`src/rtl/qr_pkg.sv`:
```
// Shared QR pipeline definitions: matrix geometry, row-bus width and loader state encoding.
// Used by the matrix loader and the CORDIC core so both agree on the row format.
package qr_pkg;

  localparam int QR_LENGTH = 13;
  localparam int QR_ROWS   = 8;
  localparam int QR_COLS   = 4;
  localparam int QR_ROW_W  = QR_COLS * QR_LENGTH;

  typedef logic [1:0] qr_state_t;

  localparam qr_state_t ST_FILL  = 2'd0;
  localparam qr_state_t ST_SEND  = 2'd1;
  localparam qr_state_t ST_WAIT  = 2'd2;
  localparam qr_state_t ST_DRAIN = 2'd3;

  typedef logic [QR_COLS-1:0][QR_LENGTH-1:0] qr_row_t;

endpackage

```
`src/rtl/qr_row_buf.sv`:
```
// Row buffer for one matrix: one element-wide write per cycle into (row, col),
// and an asynchronous read of a whole packed row (col c occupies bits [LENGTH*c +: LENGTH]).
module qr_row_buf
  import qr_pkg::*;
#(
  parameter int LENGTH = QR_LENGTH,
  parameter int ROWS   = QR_ROWS,
  parameter int COLS   = QR_COLS,
  parameter int RW     = 3,
  parameter int CW     = 2
) (
  input  logic                     clk,
  input  logic                     wr_en,
  input  logic [RW-1:0]            wr_row,
  input  logic [CW-1:0]            wr_col,
  input  logic [LENGTH-1:0]        wr_data,
  input  logic [RW-1:0]            rd_row,
  output logic [COLS*LENGTH-1:0]   rd_data
);

  logic [COLS-1:0][LENGTH-1:0] mem_q [ROWS];

  // NOTE: storage has no reset; every entry is rewritten before it is read out.
  always_ff @(posedge clk) begin
    if (wr_en) begin
      mem_q[wr_row][wr_col] <= wr_data;
    end
  end

  assign rd_data = mem_q[rd_row];

endmodule

```
`src/rtl/qr_matrix_loader.sv`:
```
// Collects a ROWSxCOLS matrix element by element, streams its rows to the CORDIC core,
// then waits (with a watchdog) for and counts the ROWS result cycles before reloading.
module qr_matrix_loader
  import qr_pkg::*;
#(
  parameter int LENGTH = QR_LENGTH,
  parameter int ROWS   = QR_ROWS,
  parameter int COLS   = QR_COLS,
  parameter int WD_MAX = 1024
) (
  input  logic                   clk,
  input  logic                   rst,
  input  logic                   elem_valid,
  input  logic [LENGTH-1:0]      elem_data,
  output logic                   elem_ready,
  output logic                   cor_valid,
  output logic [COLS*LENGTH-1:0] cor_in,
  input  logic                   cor_out_valid,
  output logic                   busy,
  output logic                   done,
  output logic                   err
);

  localparam int RW = (ROWS > 1) ? $clog2(ROWS) : 1;
  localparam int CW = (COLS > 1) ? $clog2(COLS) : 1;
  localparam int WW = (WD_MAX > 1) ? $clog2(WD_MAX) : 1;
  localparam logic [RW-1:0] ROW_LAST = RW'(ROWS - 1);
  localparam logic [CW-1:0] COL_LAST = CW'(COLS - 1);
  localparam logic [WW-1:0] WD_LAST  = WW'(WD_MAX - 1);

  qr_state_t               state_q, state_d;
  logic [RW-1:0]           row_q, row_d;
  logic [CW-1:0]           col_q, col_d;
  logic [WW-1:0]           wd_q, wd_d;
  logic                    elem_ready_q, elem_ready_d;
  logic                    cor_valid_q, cor_valid_d;
  logic [COLS*LENGTH-1:0]  cor_in_q, cor_in_d;
  logic                    busy_q, busy_d;
  logic                    done_q, done_d;
  logic                    err_q, err_d;

  logic                    wr_en;
  logic [RW-1:0]           rd_row;
  logic [COLS*LENGTH-1:0]  rd_data;

  qr_row_buf #(
    .LENGTH (LENGTH),
    .ROWS   (ROWS),
    .COLS   (COLS),
    .RW     (RW),
    .CW     (CW)
  ) u_row_buf (
    .clk     (clk),
    .wr_en   (wr_en),
    .wr_row  (row_q),
    .wr_col  (col_q),
    .wr_data (elem_data),
    .rd_row  (rd_row),
    .rd_data (rd_data)
  );

  // row_q is the fill row, then the send beat index, then the result-row count.
  always_comb begin
    // NOTE: every signal gets a default here so no path leaves one unassigned (no latches).
    state_d     = state_q;
    row_d       = row_q;
    col_d       = col_q;
    wd_d        = '0;
    cor_valid_d = 1'b0;
    cor_in_d    = '0;
    done_d      = 1'b0;
    err_d       = 1'b0;
    wr_en       = 1'b0;
    rd_row      = '0;

    case (state_q)
      ST_FILL: begin
        if (elem_valid && elem_ready_q) begin
          wr_en = 1'b1;
          if (col_q == COL_LAST) begin
            col_d = '0;
            if (row_q == ROW_LAST) begin
              // Row 0 is already complete, so the first beat leaves on the same edge.
              row_d       = '0;
              state_d     = ST_SEND;
              cor_valid_d = 1'b1;
              cor_in_d    = rd_data;
            end else begin
              row_d = row_q + 1'b1;
            end
          end else begin
            col_d = col_q + 1'b1;
          end
        end
      end
      ST_SEND: begin
        if (row_q == ROW_LAST) begin
          row_d   = '0;
          state_d = ST_WAIT;
        end else begin
          row_d       = row_q + 1'b1;
          rd_row      = row_q + 1'b1;
          cor_valid_d = 1'b1;
          cor_in_d    = rd_data;
        end
      end
      ST_WAIT: begin
        if (cor_out_valid) begin
          row_d   = RW'(1);
          state_d = ST_DRAIN;
        end else if (wd_q == WD_LAST) begin
          err_d   = 1'b1;
          state_d = ST_FILL;
        end else begin
          wd_d = wd_q + 1'b1;
        end
      end
      ST_DRAIN: begin
        if (row_q == ROW_LAST) begin
          done_d  = 1'b1;
          row_d   = '0;
          col_d   = '0;
          state_d = ST_FILL;
        end else begin
          row_d = row_q + 1'b1;
        end
      end
      default: begin
        row_d   = '0;
        col_d   = '0;
        state_d = ST_FILL;
      end
    endcase

    elem_ready_d = (state_d == ST_FILL);
    busy_d       = (state_d != ST_FILL);
  end

  // NOTE: state is updated with non-blocking assignments so every flop samples pre-edge values.
  always_ff @(posedge clk) begin
    if (rst) begin
      state_q      <= ST_FILL;
      row_q        <= '0;
      col_q        <= '0;
      wd_q         <= '0;
      elem_ready_q <= 1'b0;
      cor_valid_q  <= 1'b0;
      cor_in_q     <= '0;
      busy_q       <= 1'b0;
      done_q       <= 1'b0;
      err_q        <= 1'b0;
    end else begin
      state_q      <= state_d;
      row_q        <= row_d;
      col_q        <= col_d;
      wd_q         <= wd_d;
      elem_ready_q <= elem_ready_d;
      cor_valid_q  <= cor_valid_d;
      cor_in_q     <= cor_in_d;
      busy_q       <= busy_d;
      done_q       <= done_d;
      err_q        <= err_d;
    end
  end

  assign elem_ready = elem_ready_q;
  assign cor_valid  = cor_valid_q;
  assign cor_in     = cor_in_q;
  assign busy       = busy_q;
  assign done       = done_q;
  assign err        = err_q;

endmodule

```
`config.mk`:
```
export PLATFORM = sky130hd
export DESIGN_NAME = qr_matrix_loader
export DESIGN_NICKNAME = d
export VERILOG_FILES = /design/src/rtl/qr_pkg.sv /design/src/rtl/qr_row_buf.sv /design/src/rtl/qr_matrix_loader.sv
export SDC_FILE = /design/constraint.sdc
export NUM_CORES = 1
export LEC_CHECK = 0
export BUFFER_PORTS_ARGS = -buffer_cell sky130_fd_sc_hd__buf_2
export CAP_MARGIN = 20
export CORE_MARGIN = 2
export CORE_UTILIZATION = 35
export CTS_CLUSTER_SIZE = 8
export DETAILED_ROUTE_END_ITERATION = 6
export GPL_ROUTABILITY_DRIVEN = 0
export PLACE_DENSITY = 0.56
export SLEW_MARGIN = 20
export SYNTH_ARGS = -nofsm -noshare
export SYNTH_HDL_FRONTEND = slang
export SYNTH_SLANG_ARGS = --single-unit
export TNS_END_PERCENT = 20
```
`constraint.sdc`:
```
create_clock -name clk -period 2.6 [get_ports clk]
set_input_delay 0 -clock clk [delete_from_list [all_inputs] [get_ports clk]]
set_output_delay 0 -clock clk [all_outputs]
set_load 0.01 [all_outputs]
```
==> Word level (Yosys, flattened, before mapping) <==
Memory sizes are Yosys's and may differ from the RTL's.
Cells that the tools add are included.
{ "word_totals": {"reg_bits": 74, "ram_bits": 416, "out_inout_bits": 57, "word_cells": 75, "n_memories": 1} }
{ "memory_table": {"columns": ["memory", "depth", "word_bits", "read_ports", "rd_clocked_by_memory_dff", "write_ports", "line", "rtl"], "rows": [
  ["u_row_buf.mem_q", 8, 52, 1, 0, 1, "qr_row_buf.sv:21", "logic [COLS-1:0][LENGTH-1:0] mem_q [ROWS];"]
]} }
{ "classes": {"addsub": 3, "magnitude_cmp": 2, "eq_ne": 10, "muxes": 35, "bitwise": 2, "reduce_logical": 12} }
{ "op_table": {"columns": ["cell", "n"], "rows": [
  ["$mux 52", 5],
  ["$pmux 52 s2", 1],
  ["$demux 13 s2", 1],
  ["$mux 2", 10],
  ["$mux 3", 5],
  ["$mux 13", 1],
  ["$add 10x1->10 const B", 1],
  ["$eq 10x10->1 const B", 1],
  ["$pmux 3 s3", 1],
  ["$mux 1", 8],
  ["$ne 2x2->1 const B", 4],
  ["$pmux 2 s4", 1],
  ["$eq 2x2->1 const B", 3],
  ["$reduce_and 3->1", 2],
  ["$logic_not 2->1", 2],
  ["$pmux 2 s2", 1],
  ["$reduce_bool 2->1", 2],
  ["$reduce_or 2->1", 2],
  ["$reduce_or 4->1", 1],
  ["$add 3x1->3 const B", 1],
  ["$eq 3x3->1 const B", 1],
  ["$lt 2x3->1 const B", 1],
  ["$reduce_or 3->1", 1],
  ["$add 2x1->2 const B", 1],
  ["5 further kinds", 7]
]} }

==> Longest topological paths before layout <==
Gate-level depths: netlist of run 1.
An unclocked memory read counts as a cell.
{ "logic_depth": {"depth_word": 8, "mapped_depth": 10, "ltp_nobuf": 6} }

==> Hierarchy <==
From an unflattened synthesis of run 1, not the netlist that was laid out.
{ "hier_totals": {"hier_cells": 874, "area_unflattened_um2": 18460.2} }
{ "modules_own_cells": {"columns": ["module", "instances", "cells_per_inst", "area_each_um2", "seq_area_each_um2"], "rows": [
  ["qr_row_buf", 1, 647, 15856.5, 12492.0],
  ["qr_matrix_loader", 1, 227, 2603.7, 1481.4]
]} }

==> Worst setup path before layout of run 1 <==
No wires, ideal clock.
{ "synth_timing": {"kind": "register to register", "startpoint": "register row_q[0]", "endpoint": "register cor_in_q[4], in the netlist cor_in[4]", "t_arrival_ns": 2.157, "required_ns": 2.485, "path_slack_ns": 0.328, "path_stages_with_launch": 11, "path_buffers": 4, "synth_period_minus_slack_ns": 2.272, "path_cell_list": "dfxtp_1 -> ha_1 -> ha_1 -> buf_2 -> or4b_1 -> buf_2 -> buf_6 -> buf_6 -> a221oi_2 -> a311oi_1 -> o21a_1"} }
{ "synth_via": {"elab_chain_len": 8} }
{ "synth_rtl": {"columns": ["item", "line", "rtl"], "rows": [
  ["start, declared", "qr_matrix_loader.sv:32", "logic [RW-1:0] row_q, row_d;"],
  ["start signal, assigned", "qr_matrix_loader.sv:154", "row_q <= row_d;"],
  ["$add 3x1->3 or $eq 3x3->1 (tied branches)", "qr_matrix_loader.sv:102, qr_matrix_loader.sv:82, qr_matrix_loader.sv:97", null],
  ["$mux 3", "qr_matrix_loader.sv:97", "if (row_q == ROW_LAST) begin"],
  ["$mux 3", "qr_matrix_loader.sv:76", "case (state_q)"],
  ["$mem_v2 8x52", null, null],
  ["$mux 52", "qr_matrix_loader.sv:82", "if (row_q == ROW_LAST) begin"],
  ["$mux 52", "qr_matrix_loader.sv:80", "if (col_q == COL_LAST) begin"],
  ["$mux 52", "qr_matrix_loader.sv:78", "if (elem_valid && elem_ready_q) begin"],
  ["$pmux 52 s2 (*)", "qr_matrix_loader.sv:76", null],
  ["end signal, assigned", "qr_matrix_loader.sv:159", "cor_in_q <= cor_in_d;"],
  ["end, declared", "qr_matrix_loader.sv:37", "logic [COLS*LENGTH-1:0] cor_in_q, cor_in_d;"]
]} }
Mark *: on every way between the ends. The rest lies on a longest branch, timed or not.
A chain may end at the register's enable or synchronous reset.

==> Worst setup path in the final report of run 1 <==
{ "layout_timing": {"startpoint": "register row_q[0]", "endpoint": "register cor_in_q[21], in the netlist cor_in[21]"} }
The elaborated chain is that of the path after synthesis.

==> load_flow_metrics.sql, run 1 <==
INSERT INTO impl_metrics (metric_group, metric, value, unit) VALUES
('global_routing', 'maximum_number_of_pins_on_one_net_before_global_route_repair', '105', ''),
('synth', 'synth.top_cell.area_share', '67.9', '%'),
('synth', 'synth_warnings', '0', ''),
('setup_path', 'cp.required', '3.05', 'ns'),
('global_routing', 'grt_util_all_layers', '16.6', '%'),
('global_routing', 'antenna_found_initial', '1', ''),
('synth', 'post_synth_inst_count', '1188', ''),
('pwr', 'leakage', '7.12', 'nW'),
('timing', 'fin_crit', '2.44', 'ns'),
('synth', 'syn-cell-area', '18400', 'µm²'),
('clocking', 'cts_tree', 'yes', ''),
('setup_path', 'worst-path-max-fanout', '102', ''),
('place', 'number_of_buffers_inserted_by_port_buffering', '73', ''),
('timing', 'final_hold_viol_count', '0', ''),
('setup_path', 'regToRegSetupSlack', '0.16', 'ns'),
('timing', 'setup_repair_after_global_routing_missed_its_margin', 'false', ''),
('setup_path', 'worstSetupStartpoint', 'row_q[0]', ''),
('synth', 'synth_sequential_area_ratio', '76.0', '%'),
('setup_path', 'reg2reg_depth', '7', ''),
('floorplan', 'die_height', '233', 'µm'),
('worst_hold_path', 'hold_path_class', 'input port to flip-flop', ''),
('clocking', 'worst_setup_hold_path_clk_slew', '0.05', 'ns'),
('drt', 'drt_first_iter_violations', '771', ''),
('timing', 'setup-violations-final', '0', ''),
('drt', 'wirelength', '44900', 'µm'),
('setup_path', 'cp_slowest_stage_delay', '0.57', 'ns'),
('run_status', 'run_status', 'complete, no violations', ''),
('floorplan', 'core', '52200', 'µm²'),
('place', 'place_hpwl', '22800', 'µm'),
('synth', 'synthAdderAreaFrac', '0.476', '%'),
('setup_path', 'most_used_cell_along_the_critical_path', 'sky130_fd_sc_hd__ha_1', ''),
('timing', 'worst_skew', '0.0108', 'ns'),
('floorplan', 'io-pin-count', '74', ''),
('clocking', 'postCtsResizedCells', '0', ''),
('synth', 'synth.top_cells.by_area', 'sky130_fd_sc_hd__edfxtp_1 68%, sky130_fd_sc_hd__dfxtp_1 8.1%, sky130_fd_sc_hd__a311oi_1 5.0%', ''),
('synth', 'net_count_after_synthesis', '1212', ''),
('synth', 'syn_avg_cell_area', '15.5', 'µm²'),
('setup_path', 'crit-reg2reg-capture', 'cor_in[21]', ''),
('floorplan', 'floorplan.die.width', '233', 'µm'),
('global_routing', 'first_global_vias', '10838', ''),
('global_routing', 'grt_overflow', '0', ''),
('setup_path', 'category_of_the_critical_setup_timing_path', 'flip-flop to flip-flop', ''),
('timing', 'worstMarginPinSlew', '0.760', 'ns'),
('clocking', 'tritoncts.num_buffers', '71', ''),
('final_layout', 'area_taken_by_multi_input_logic_gates', '4020', 'µm²'),
('final_layout', 'seq_cell_area', '14000', 'µm²'),
('clocking', 'clock_insertion_delay_worst_skew', '0.57', 'ns'),
('drt', 'detail_route.wl_per_cell', '21.9', 'µm'),
('timing', 'finalMaxSlewViolations', '0', ''),
('synth', 'synth_simple_gate_area_share', '7.03', '%'),
('clocking', 'clockBufferDepth', '3', ''),
('setup_path', 'crit_path_cell_trace', 'ha_1 > ha_1 > or4b_4 > buf_12 > a221oi_1 > a311oi_1 > o21a_1', ''),
('synth', 'combinational_family_with_the_most_area_after_synthesis', 'compound AO/OA/AOI/OAI gates', ''),
('final_layout', 'antenna_cells', '0', ''),
('setup_path', 'setup.worst_path.start_class', 'flip-flop', ''),
('final_layout', 'layout-area-overhead-vs-synth', '19.1', '%'),
('pwr', 'power.density_cell_area', '778', 'nW/µm²'),
('synth', 'synthDominantAreaCellType', 'sky130_fd_sc_hd__edfxtp_1', ''),
('synth', 'synth_compound_area_share', '13.7', '%'),
('final_layout', 'final_nets', '1334', ''),
('floorplan', 'floorplan.die_area', '54400', 'µm²'),
('final_layout', 'final_layout_size_suffix_gt1_share', '18.4', '%'),
('synth', 'muxShareOfSynthArea', '0.109', '%'),
('clocking', 'clock_tree.root_cell', 'sky130_fd_sc_hd__clkbuf_16', ''),
('drt', 'detailedRoute.firstPassIterationCount', '5', ''),
('pwr', 'post-layout-total-power', '17.1', 'mW'),
('setup_path', 'timing.critical_path.to', 'cor_in[21]', ''),
('timing', 'tns', '0', 'ns'),
('setup_path', 'end_kind', 'flip-flop', ''),
('drt', 'ant_nets', '0', ''),
('drt', 'detail_route.drc_violations', '0', '');
worst min-delay path by stage:
stage            startpoint                endpoint  depth (start not counted)
2_1_floorplan  elem_data[0]   u_row_buf.mem_q[0][0]                          0
3_3_place_gp            rst              state_q[0]                          2
3_5_place_dp            rst                row_q[1]                          2
4_1_cts        elem_data[7]  u_row_buf.mem_q[2][46]                          1
5_1_grt        elem_data[7]  u_row_buf.mem_q[1][20]                          1
6_report       elem_data[7]  u_row_buf.mem_q[5][33]                          1
metrics by stage:
| step | hold slack, ns | setup WS [ns] | cell area, µm² | util (%) | cells |
|---|---|---|---|---|---|
| 2_1_floorplan | 0.0989 | 0.328 | 18400 | - | 1188 |
| 4_1_cts | 0.00292 | 0.198 | 21900 | 42.0 | 2047 |
| 5_1_grt | 0.0380 | 0.0722 | 21900 | 42.0 | 2047 |
| 3_5_place_dp | 0.355 | 0.249 | 19800 | 37.9 | 1917 |
| 6_report | 0.0251 | 0.157 | 21900 | 42.0 | 2047 |
| 3_3_place_gp | 0.348 | 0.251 | 19800 | 37.9 | 1917 |
repair_timing:
item,4_1_cts,5_1_grt
endpoints found under the hold margin,142,0
hold buffers,8,0
setup endpoints to repair,0,0
power breakdown:
part / internal, mW / switching (mW)
logic: 0.0359 / 0.155
clock network: 5.18 / 3.13
registers: 8.55 / 0.00567
total: 13.8 / 3.29
logic make-up after synthesis:
group / Yosys count
flops: 490
fa+ha+maj: 7
mux: 2
xor+xnor: 7
simple gates: 312
buf+inv: 96
compound gates: 274
sequential cells by signal (all words and copies together), names as in the netlist:
register,cells
busy,1
col_q,2
cor_in,52
cor_valid,1
done,1
elem_ready,1
err,1
row_q,3
state_q,2
u_row_buf.mem_q,416
wd_q,10
layout by cell type, fill, tap and decap left out, drive strengths merged, types with 6 or more instances in the layout:
cell type / count
nor2: 52
nand3: 9
a311oi: 104
dfxtp: 74
o21a: 54
a221oi: 102
a21oi: 8
nand3b: 6
edfxtp: 416
dlygate4sd3: 8
clkbuf: 121
nand2: 223
ha: 7
buf: 133
critical path: cells and delay by family (launching register included):
kind	cells	cell delay (ns)
AOI/OAI and AO/OA	3	0.69
and+or+nand+nor	1	0.57
adders and majority gates	2	0.38
DFF	1	0.31
buffers and inverters	1	0.23
final cells by class:
| cell class | count | share of cell area (%) |
|---|---|---|
| Sequential cell | 490 | 63.8 |
| Tap cell | 688 | 3.93 |
| Clock buffer | 121 | 9.16 |
| Inverter | 4 | 0.0799 |
| Timing Repair Buffer | 141 | 4.72 |
| Multi-Input combinational cell | 602 | 18.3 |
| Clock inverter | 1 | 0.0285 |
Yosys cell counts:
cell type	instances
sky130_fd_sc_hd__nor2b_1	4
sky130_fd_sc_hd__a221oi_2	37
sky130_fd_sc_hd__or4b_1	1
sky130_fd_sc_hd__nand4bb_1	1
sky130_fd_sc_hd__a221oi_1	65
sky130_fd_sc_hd__mux2i_1	2
sky130_fd_sc_hd__or4_1	1
sky130_fd_sc_hd__buf_4	5
sky130_fd_sc_hd__or3_1	3
sky130_fd_sc_hd__ha_1	7
sky130_fd_sc_hd__buf_6	6
sky130_fd_sc_hd__nor4b_2	1
sky130_fd_sc_hd__and2_1	1
sky130_fd_sc_hd__a31oi_1	2
sky130_fd_sc_hd__nor3_2	1
sky130_fd_sc_hd__a311oi_1	104
sky130_fd_sc_hd__nand2_1	223
sky130_fd_sc_hd__inv_1	3
sky130_fd_sc_hd__and4b_1	2
sky130_fd_sc_hd__nand3b_1	6
sky130_fd_sc_hd__nand4_1	1
sky130_fd_sc_hd__nor3_1	3
sky130_fd_sc_hd__inv_2	1
sky130_fd_sc_hd__nor2_1	52
sky130_fd_sc_hd__a211oi_1	1
sky130_fd_sc_hd__o31a_1	1
sky130_fd_sc_hd__buf_2	15
sky130_fd_sc_hd__edfxtp_1	416
sky130_fd_sc_hd__xor2_1	2
sky130_fd_sc_hd__nor3b_1	2
sky130_fd_sc_hd__o21a_1	54
sky130_fd_sc_hd__clkbuf_1	63
sky130_fd_sc_hd__a21oi_1	8
sky130_fd_sc_hd__nand3_1	9
sky130_fd_sc_hd__buf_1	3
sky130_fd_sc_hd__xnor2_1	5
sky130_fd_sc_hd__o21ai_0	2
sky130_fd_sc_hd__nor4bb_1	1
sky130_fd_sc_hd__dfxtp_1	74
layer usage:
metal  part of all wire [%]  track usage [%]  vias to the layer above
met3                    4.9             2.80                       76
met2                     49             27.5                      271
met1                     44             21.6                     5482
met4                    2.6             6.73                        0
met5                      0                0                        -
li1                       -                -                     4949
Note: power is estimated with default switching activity, not from simulation.
==> inputs of run 2 (changes only) <==
HOLD_SLACK_MARGIN = 0.06   (was not set)
==> load_flow_metrics.sql, run 2 (synthesis results as in run 1) <==
INSERT INTO impl_metrics (metric_group, metric, value, unit) VALUES
('clocking', 'htreeDepth', '3', ''),
('run', 'maxcap_violations', '0', ''),
('timing', 'final_hold_viol_count', '0', ''),
('setup_path', 'category_of_the_critical_setup_timing_path', 'flip-flop to flip-flop', ''),
('pwr', 'post-layout-total-power', '17.1', 'mW'),
('floorplan', 'io-pin-count', '74', ''),
('drt', 'avgViaCountPerCell', '5.27', ''),
('setup_path', 'crit_arrival', '2.90', 'ns'),
('final_layout', 'largest_register_ffs', '416', ''),
('clocking', 'worst_setup_hold_path_clk_slew', '0.05', 'ns'),
('floorplan', 'rows', '84', ''),
('final_layout', 'final_nets', '1343', ''),
('clocking', 'numClockSinks', '490', ''),
('pwr', 'power.density_cell_area', '775', 'nW/µm²'),
('floorplan', 'initial_utilization', '35.2', '%'),
('setup_path', 'setup.worst_path.start_class', 'flip-flop', ''),
('global_routing', 'antenna_found_initial', '1', ''),
('timing', 'tns', '0', 'ns'),
('setup_path', 'regToRegSetupSlack', '0.15', 'ns'),
('setup_path', 'worst-path-max-fanout', '102', ''),
('drt', 'detailedRoute.firstPassIterationCount', '5', ''),
('drt', 'wirelength', '44900', 'µm'),
('clocking', 'cts_tree', 'yes', ''),
('global_routing', 'grt_util_all_layers', '16.6', '%'),
('place', 'place_hpwl', '22800', 'µm'),
('drt', 'detail_route.wl_per_cell', '21.9', 'µm'),
('run_status', 'run_status', 'complete, no violations', ''),
('pwr', 'leakage', '7.16', 'nW'),
('global_routing', 'grt_overflow', '0', ''),
('timing', 'setup-violations-final', '0', ''),
('clocking', 'clockBufferDepth', '3', ''),
('final_layout', 'layout-area-overhead-vs-synth', '19.6', '%'),
('setup_path', 'cp.required', '3.05', 'ns'),
('worst_hold_path', 'hold_path_class', 'input port to flip-flop', ''),
('global_routing', 'first_global_vias', '10861', ''),
('clocking', 'clock_insertion_delay_worst_skew', '0.58', 'ns'),
('final_layout', 'final_layout_size_suffix_gt1_share', '18.3', '%'),
('drt', 'detail_route.drc_violations', '0', ''),
('floorplan', 'floorplan.die_area', '54400', 'µm²'),
('timing', 'setup_repair_after_global_routing_missed_its_margin', 'false', ''),
('final_layout', 'mostFrequentLayoutCells', '416 x sky130_fd_sc_hd__edfxtp_1, 223 x sky130_fd_sc_hd__nand2_1, 104 x sky130_fd_sc_hd__a311oi_1', ''),
('final_layout', 'layout_commonest_cell', 'sky130_fd_sc_hd__edfxtp_1', ''),
('clocking', 'clock_tree.root_cell', 'sky130_fd_sc_hd__clkbuf_16', ''),
('floorplan', 'floorplan.die.width', '233', 'µm'),
('drt', 'vias', '10833', ''),
('timing', 'max_freq', '408', 'MHz'),
('timing', 'finalMaxSlewViolations', '0', ''),
('drt', 'ant_nets', '0', ''),
('setup_path', 'end_kind', 'flip-flop', ''),
('pwr', 'ir_drop', '0.387', 'mV'),
('global_routing', 'maximum_number_of_pins_on_one_net_before_global_route_repair', '105', ''),
('timing', 'slew-limit-headroom', '48.5', '%'),
('global_routing', 'wire_length_of_the_first_global_routing_pass', '67100', 'µm'),
('timing', 'worstMarginPinSlew', '0.772', 'ns'),
('final_layout', 'max_flop_register', 'u_row_buf.mem_q', ''),
('drt', 'drt_first_iter_violations', '782', ''),
('place', 'number_of_buffers_inserted_by_port_buffering', '73', ''),
('floorplan', 'die_height', '233', 'µm'),
('timing', 'finalCritPeriodShare', '94.2', '%'),
('floorplan', 'core', '52200', 'µm²'),
('clocking', 'cts_setup_buffers', '0', ''),
('timing', 'fin_crit', '2.45', 'ns'),
('timing', 'worst_skew', '0.0130', 'ns'),
('clocking', 'tritoncts.num_buffers', '71', ''),
('final_layout', 'antenna_cells', '0', '');
## run 2: power by group
group,internal [mW],leakage [nW],switching (mW)
Sequential,8.55,4.34,0.00574
Combinational,0.0436,1.86,0.157
Clock,5.18,0.961,3.13
Total,13.8,7.16,3.29
## run 2: metal layers
metal | up-vias | part of all wire [%] | global-route usage [%] | routed length [µm]
li1 | 4966 | - | - | -
met1 | 5505 | 44 | 21.7 | 19600
met2 | 286 | 49 | 27.5 | 21800
met3 | 76 | 5.2 | 2.80 | 2320
met4 | 0 | 2.6 | 6.73 | 1180
met5 | - | 0 | 0 | 0
## run 2: metrics by stage
| step | hold slack [ns] | setup slack, ns | util (%) | cell area (µm²) | std cells |
|---|---|---|---|---|---|
| 3_3_place_gp | 0.348 | 0.251 | 37.9 | 19800 | 1917 |
| 2_1_floorplan | 0.0989 | 0.328 | - | 18400 | 1188 |
| 6_report | 0.356 | 0.150 | 42.1 | 22000 | 2056 |
| 5_1_grt | 0.372 | 0.0722 | 42.1 | 22000 | 2056 |
| 3_5_place_dp | 0.355 | 0.249 | 37.9 | 19800 | 1917 |
| 4_1_cts | 0.313 | 0.198 | 42.1 | 22000 | 2056 |
## run 2: layout make-up
class / instances / area (µm²)
clock buffers: 121 / 2010
clock inverters: 1 / 6.26
fillers: 4647 / 30200
inverters: 4 / 17.5
multi-input cells: 602 / 4020
flip-flops and latches: 490 / 14000
well taps: 688 / 861
repair buffers: 150 / 1120
## run 2: final timing paths
| path | startpoint | endpoint | cells past startpoint |
|---|---|---|---|
| setup reg to reg | row_q[0] | cor_in[21] | 7 |
| setup / recovery | row_q[0] | cor_in[21] | 7 |
| hold reg to reg | wd_q[0] | wd_q[0] | 1 |
| hold / removal | rst | state_q[0] | 3 |
## run 2: timing repair
| item | CTS | global route |
|---|---|---|
| resized for setup | 0 | 0 |
| hold buffers | 17 | 0 |
| hold endpoints to repair | 413 | 0 |
## run 2: critical path, cell delays in order, from the launching register on
cell	delay, ns
sky130_fd_sc_hd__dfxtp_1	0.31
sky130_fd_sc_hd__ha_1	0.19
sky130_fd_sc_hd__ha_1	0.19
sky130_fd_sc_hd__or4b_4	0.57
sky130_fd_sc_hd__buf_12	0.23
sky130_fd_sc_hd__a221oi_1	0.36
sky130_fd_sc_hd__a311oi_1	0.09
sky130_fd_sc_hd__o21a_1	0.24
==> inputs of run 3 (changes only) <==
SYNTH_HIERARCHICAL = 1   (was not set)
==> load_flow_metrics.sql, run 3 <==
INSERT INTO impl_metrics (metric_group, metric, value, unit) VALUES
('final_layout', 'layout_commonest_cell', 'sky130_fd_sc_hd__edfxtp_1', ''),
('final_layout', 'fillCellCount', '4572', ''),
('drt', 'detailedRoute.firstPassIterationCount', '5', ''),
('clocking', 'worst_setup_hold_path_clk_slew', '0.05', 'ns'),
('synth', 'yosys-top-cells-count', '416 x sky130_fd_sc_hd__edfxtp_1, 101 x sky130_fd_sc_hd__mux4_2, 74 x sky130_fd_sc_hd__dfxtp_1', ''),
('synth', 'net_count_after_synthesis', '895', ''),
('setup_path', 'most_used_cell_along_the_critical_path', 'sky130_fd_sc_hd__ha_2', ''),
('final_layout', 'final_layout_size_suffix_gt1_share', '35.0', '%'),
('final_layout', 'largest_register_ffs', '416', ''),
('final_layout', 'layout.core_utilization', '42.6', '%'),
('synth', 'number_of_flops_mapped_to_enable_cells_by_yosys', '416', ''),
('drt', 'avgViaCountPerCell', '4.99', ''),
('timing', 'fin_crit', '2.44', 'ns'),
('synth', 'synth.top_cells.by_area', 'sky130_fd_sc_hd__edfxtp_1 68%, sky130_fd_sc_hd__mux4_2 12%, sky130_fd_sc_hd__dfxtp_1 8.0%', ''),
('clocking', 'clock_insertion_delay_worst_skew', '0.57', 'ns'),
('drt', 'detail_route.wl_per_cell', '22.5', 'µm'),
('clocking', 'clockBufferDepth', '3', ''),
('run', 'maxcap_violations', '0', ''),
('pwr', 'power.density_cell_area', '772', 'nW/µm²'),
('worst_hold_path', 'hold_path_class', 'input port to flip-flop', ''),
('final_layout', 'area_taken_by_multi_input_logic_gates', '4180', 'µm²'),
('final_layout', 'max_flop_register', 'u_row_buf/mem_q', ''),
('timing', 'tns', '0', 'ns'),
('global_routing', 'antenna_found_initial', '0', ''),
('setup_path', 'regToRegSetupSlack', '0.16', 'ns'),
('timing', 'hold_slack', '0.430', 'ns'),
('place', 'placedInstanceArea', '20100', 'µm²'),
('final_layout', 'finish.cell_count_without_fillers', '1792', ''),
('floorplan', 'io-pin-count', '74', ''),
('timing', 'slew-limit-headroom', '52.8', '%'),
('drt', 'wirelength', '40300', 'µm'),
('synth', 'synth_warnings', '6', ''),
('setup_path', 'category_of_the_critical_setup_timing_path', 'flip-flop to flip-flop', ''),
('timing', 'finalCritPeriodShare', '94.0', '%'),
('timing', 'finalMaxSlewViolations', '0', ''),
('drt', 'ant_nets', '0', ''),
('drt', 'detail_route.drc_violations', '0', ''),
('global_routing', 'wire_length_of_the_first_global_routing_pass', '60100', 'µm'),
('pwr', 'ir_drop', '0.413', 'mV'),
('setup_path', 'worst-path-max-fanout', '18', ''),
('synth', 'postSynth.topFlopCell', 'sky130_fd_sc_hd__edfxtp_1', ''),
('setup_path', 'end_kind', 'flip-flop', ''),
('clocking', 'clock_tree.root_cell', 'sky130_fd_sc_hd__clkbuf_16', ''),
('final_layout', 'final_nets', '1075', ''),
('synth', 'synth_most_common_cell', 'sky130_fd_sc_hd__edfxtp_1', ''),
('global_routing', 'first_global_vias', '9492', ''),
('pwr', 'post-layout-total-power', '17.2', 'mW'),
('final_layout', 'mostFrequentLayoutCells', '416 x sky130_fd_sc_hd__edfxtp_1, 101 x sky130_fd_sc_hd__mux4_2, 73 x sky130_fd_sc_hd__dfxtp_1, 73 x sky130_fd_sc_hd__clkbuf_16, 73 x sky130_fd_sc_hd__buf_2', ''),
('setup_path', 'setup.worst_path.start_class', 'flip-flop', ''),
('global_routing', 'maximum_number_of_pins_on_one_net_before_global_route_repair', '53', ''),
('timing', 'worstMarginPinSlew', '0.707', 'ns'),
('final_layout', 'finish.instance_area', '22300', 'µm²'),
('clocking', 'cts_tree', 'yes', ''),
('setup_path', 'crit_arrival', '2.87', 'ns'),
('synth', 'post_synth_inst_count', '874', ''),
('final_layout', 'layout-area-overhead-vs-synth', '20.9', '%'),
('pwr', 'leakage', '7.16', 'nW'),
('timing', 'max_freq', '409', 'MHz'),
('final_layout', 'seq_cell_area', '14000', 'µm²'),
('clocking', 'htreeDepth', '3', ''),
('timing', 'final_hold_viol_count', '0', ''),
('setup_path', 'cp_slowest_stage_delay', '0.51', 'ns'),
('timing', 'setup-violations-final', '0', ''),
('synth', 'synth_sequential_area_ratio', '75.7', '%'),
('setup_path', 'cp_num_buf_inv', '2', ''),
('place', 'dpl.cell_count', '1651', ''),
('drt', 'vias', '8937', ''),
('synth', 'proportion_of_synthesized_flip_flops_having_asynchronous_set_or_reset', '0', '%'),
('floorplan', 'rows', '84', ''),
('floorplan', 'core', '52300', 'µm²'),
('setup_path', 'critPathTopFamily', 'multiplexers', ''),
('setup_path', 'crit_path_cell_trace', 'ha_2 > ha_2 > nor4b_4 > buf_6 > buf_16 > mux4_2 > mux2_2 > nor3b_1', ''),
('synth', 'yosysUniqueCellTypes', '49', ''),
('clocking', 'numClockSinks', '490', ''),
('place', 'place_hpwl', '21900', 'µm'),
('global_routing', 'grt_overflow', '0', ''),
('timing', 'setup_slack', '0.156', 'ns'),
('synth', 'syn-cell-area', '18500', 'µm²'),
('floorplan', 'die_height', '234', 'µm'),
('synth', 'synthDominantAreaCellType', 'sky130_fd_sc_hd__edfxtp_1', ''),
('drt', 'drt_first_iter_violations', '685', ''),
('floorplan', 'floorplan.die_area', '54600', 'µm²'),
('place', 'number_of_buffers_inserted_by_port_buffering', '73', ''),
('place', 'pre_cts_slack', '0.0704', 'ns'),
('synth', 'syn_avg_cell_area', '21.1', 'µm²'),
('floorplan', 'floorplan.die.width', '234', 'µm'),
('synth', 'synth.top_cell.area_share', '67.7', '%'),
('synth', 'ys_ff_latch', '490', ''),
('run_status', 'run_status', 'complete, no violations', ''),
('global_routing', 'grt_util_all_layers', '15.2', '%'),
('clocking', 'tritoncts.num_buffers', '71', ''),
('setup_path', 'cpMaxStageDelayCell', 'sky130_fd_sc_hd__mux4_2', ''),
('timing', 'setup_repair_after_global_routing_missed_its_margin', 'false', ''),
('floorplan', 'initial_utilization', '35.3', '%'),
('setup_path', 'cp.required', '3.02', 'ns'),
('timing', 'worst_skew', '0.0116', 'ns');
-- run 3: logic make-up (layout without fill, tap and decap cells) --
family / Yosys count / after routing / share of synthesized area (%)
adder cells (fa/ha/maj): 4 / 4 / 0.271
AND/OR/NAND/NOR: 146 / 146 / 5.13
XOR/XNOR: 3 / 3 / 0.142
buffers and inverters: 50 / 279 / 1.79
other: 0 / 1 / 0
AO/OA/AOI/OAI: 25 / 25 / 1.05
multiplexers: 156 / 156 / 15.9
flip-flops: 490 / 490 / 75.7
-- run 3: final timing paths --
kind	startpoint	endpoint	cells past startpoint
setup / recovery	row_q[0]	cor_in[35]	8
setup reg to reg	row_q[0]	cor_in[35]	8
hold reg to reg	wd_q[0]	wd_q[0]	1
hold / removal	cor_out_valid	row_q[2]	5
-- run 3: worst reg2reg max path, delay by kind of cell (launching register included) --
kind | cells | cell delay (ns)
adders and majority gates | 2 | 0.35
and+or+nand+nor | 2 | 0.40
muxes | 2 | 0.80
buffers and inverters | 2 | 0.43
DFF | 1 | 0.32
-- run 3: routing by layer --
metal,GRT usage (%),vias up,share of wire [%]
met5,0,-,0
met4,5.12,0,1.8
met3,2.82,56,4.0
met2,24.7,165,48
met1,20.6,4761,46
li1,-,3955,-
-- run 3: repair_timing --
action	CTS	global route
buffers inserted	0	1
resized for setup	0	5
hold buffers	17	0
endpoints found under the hold margin	436	0
endpoints found under the setup margin	0	30
-- run 3: layout make-up --
cell class / instances / share of cell area [%]
clock buffer: 121 / 9.04
tap: 688 / 3.86
inverter: 4 / 0.0673
timing repair buffer: 153 / 5.54
clock inverter: 1 / 0.135
sequential: 490 / 62.6
multi-input combinational: 334 / 18.7
antenna: 1 / 0.0112
-- run 3: power by group --
part	switching [mW]	total, mW	leakage (nW)	internal (mW)
combinational	0.168	0.230	1.84	0.0621
sequential	0.00731	8.56	4.34	8.55
clock	3.14	8.44	0.976	5.30
total	3.32	17.2	7.16	13.9
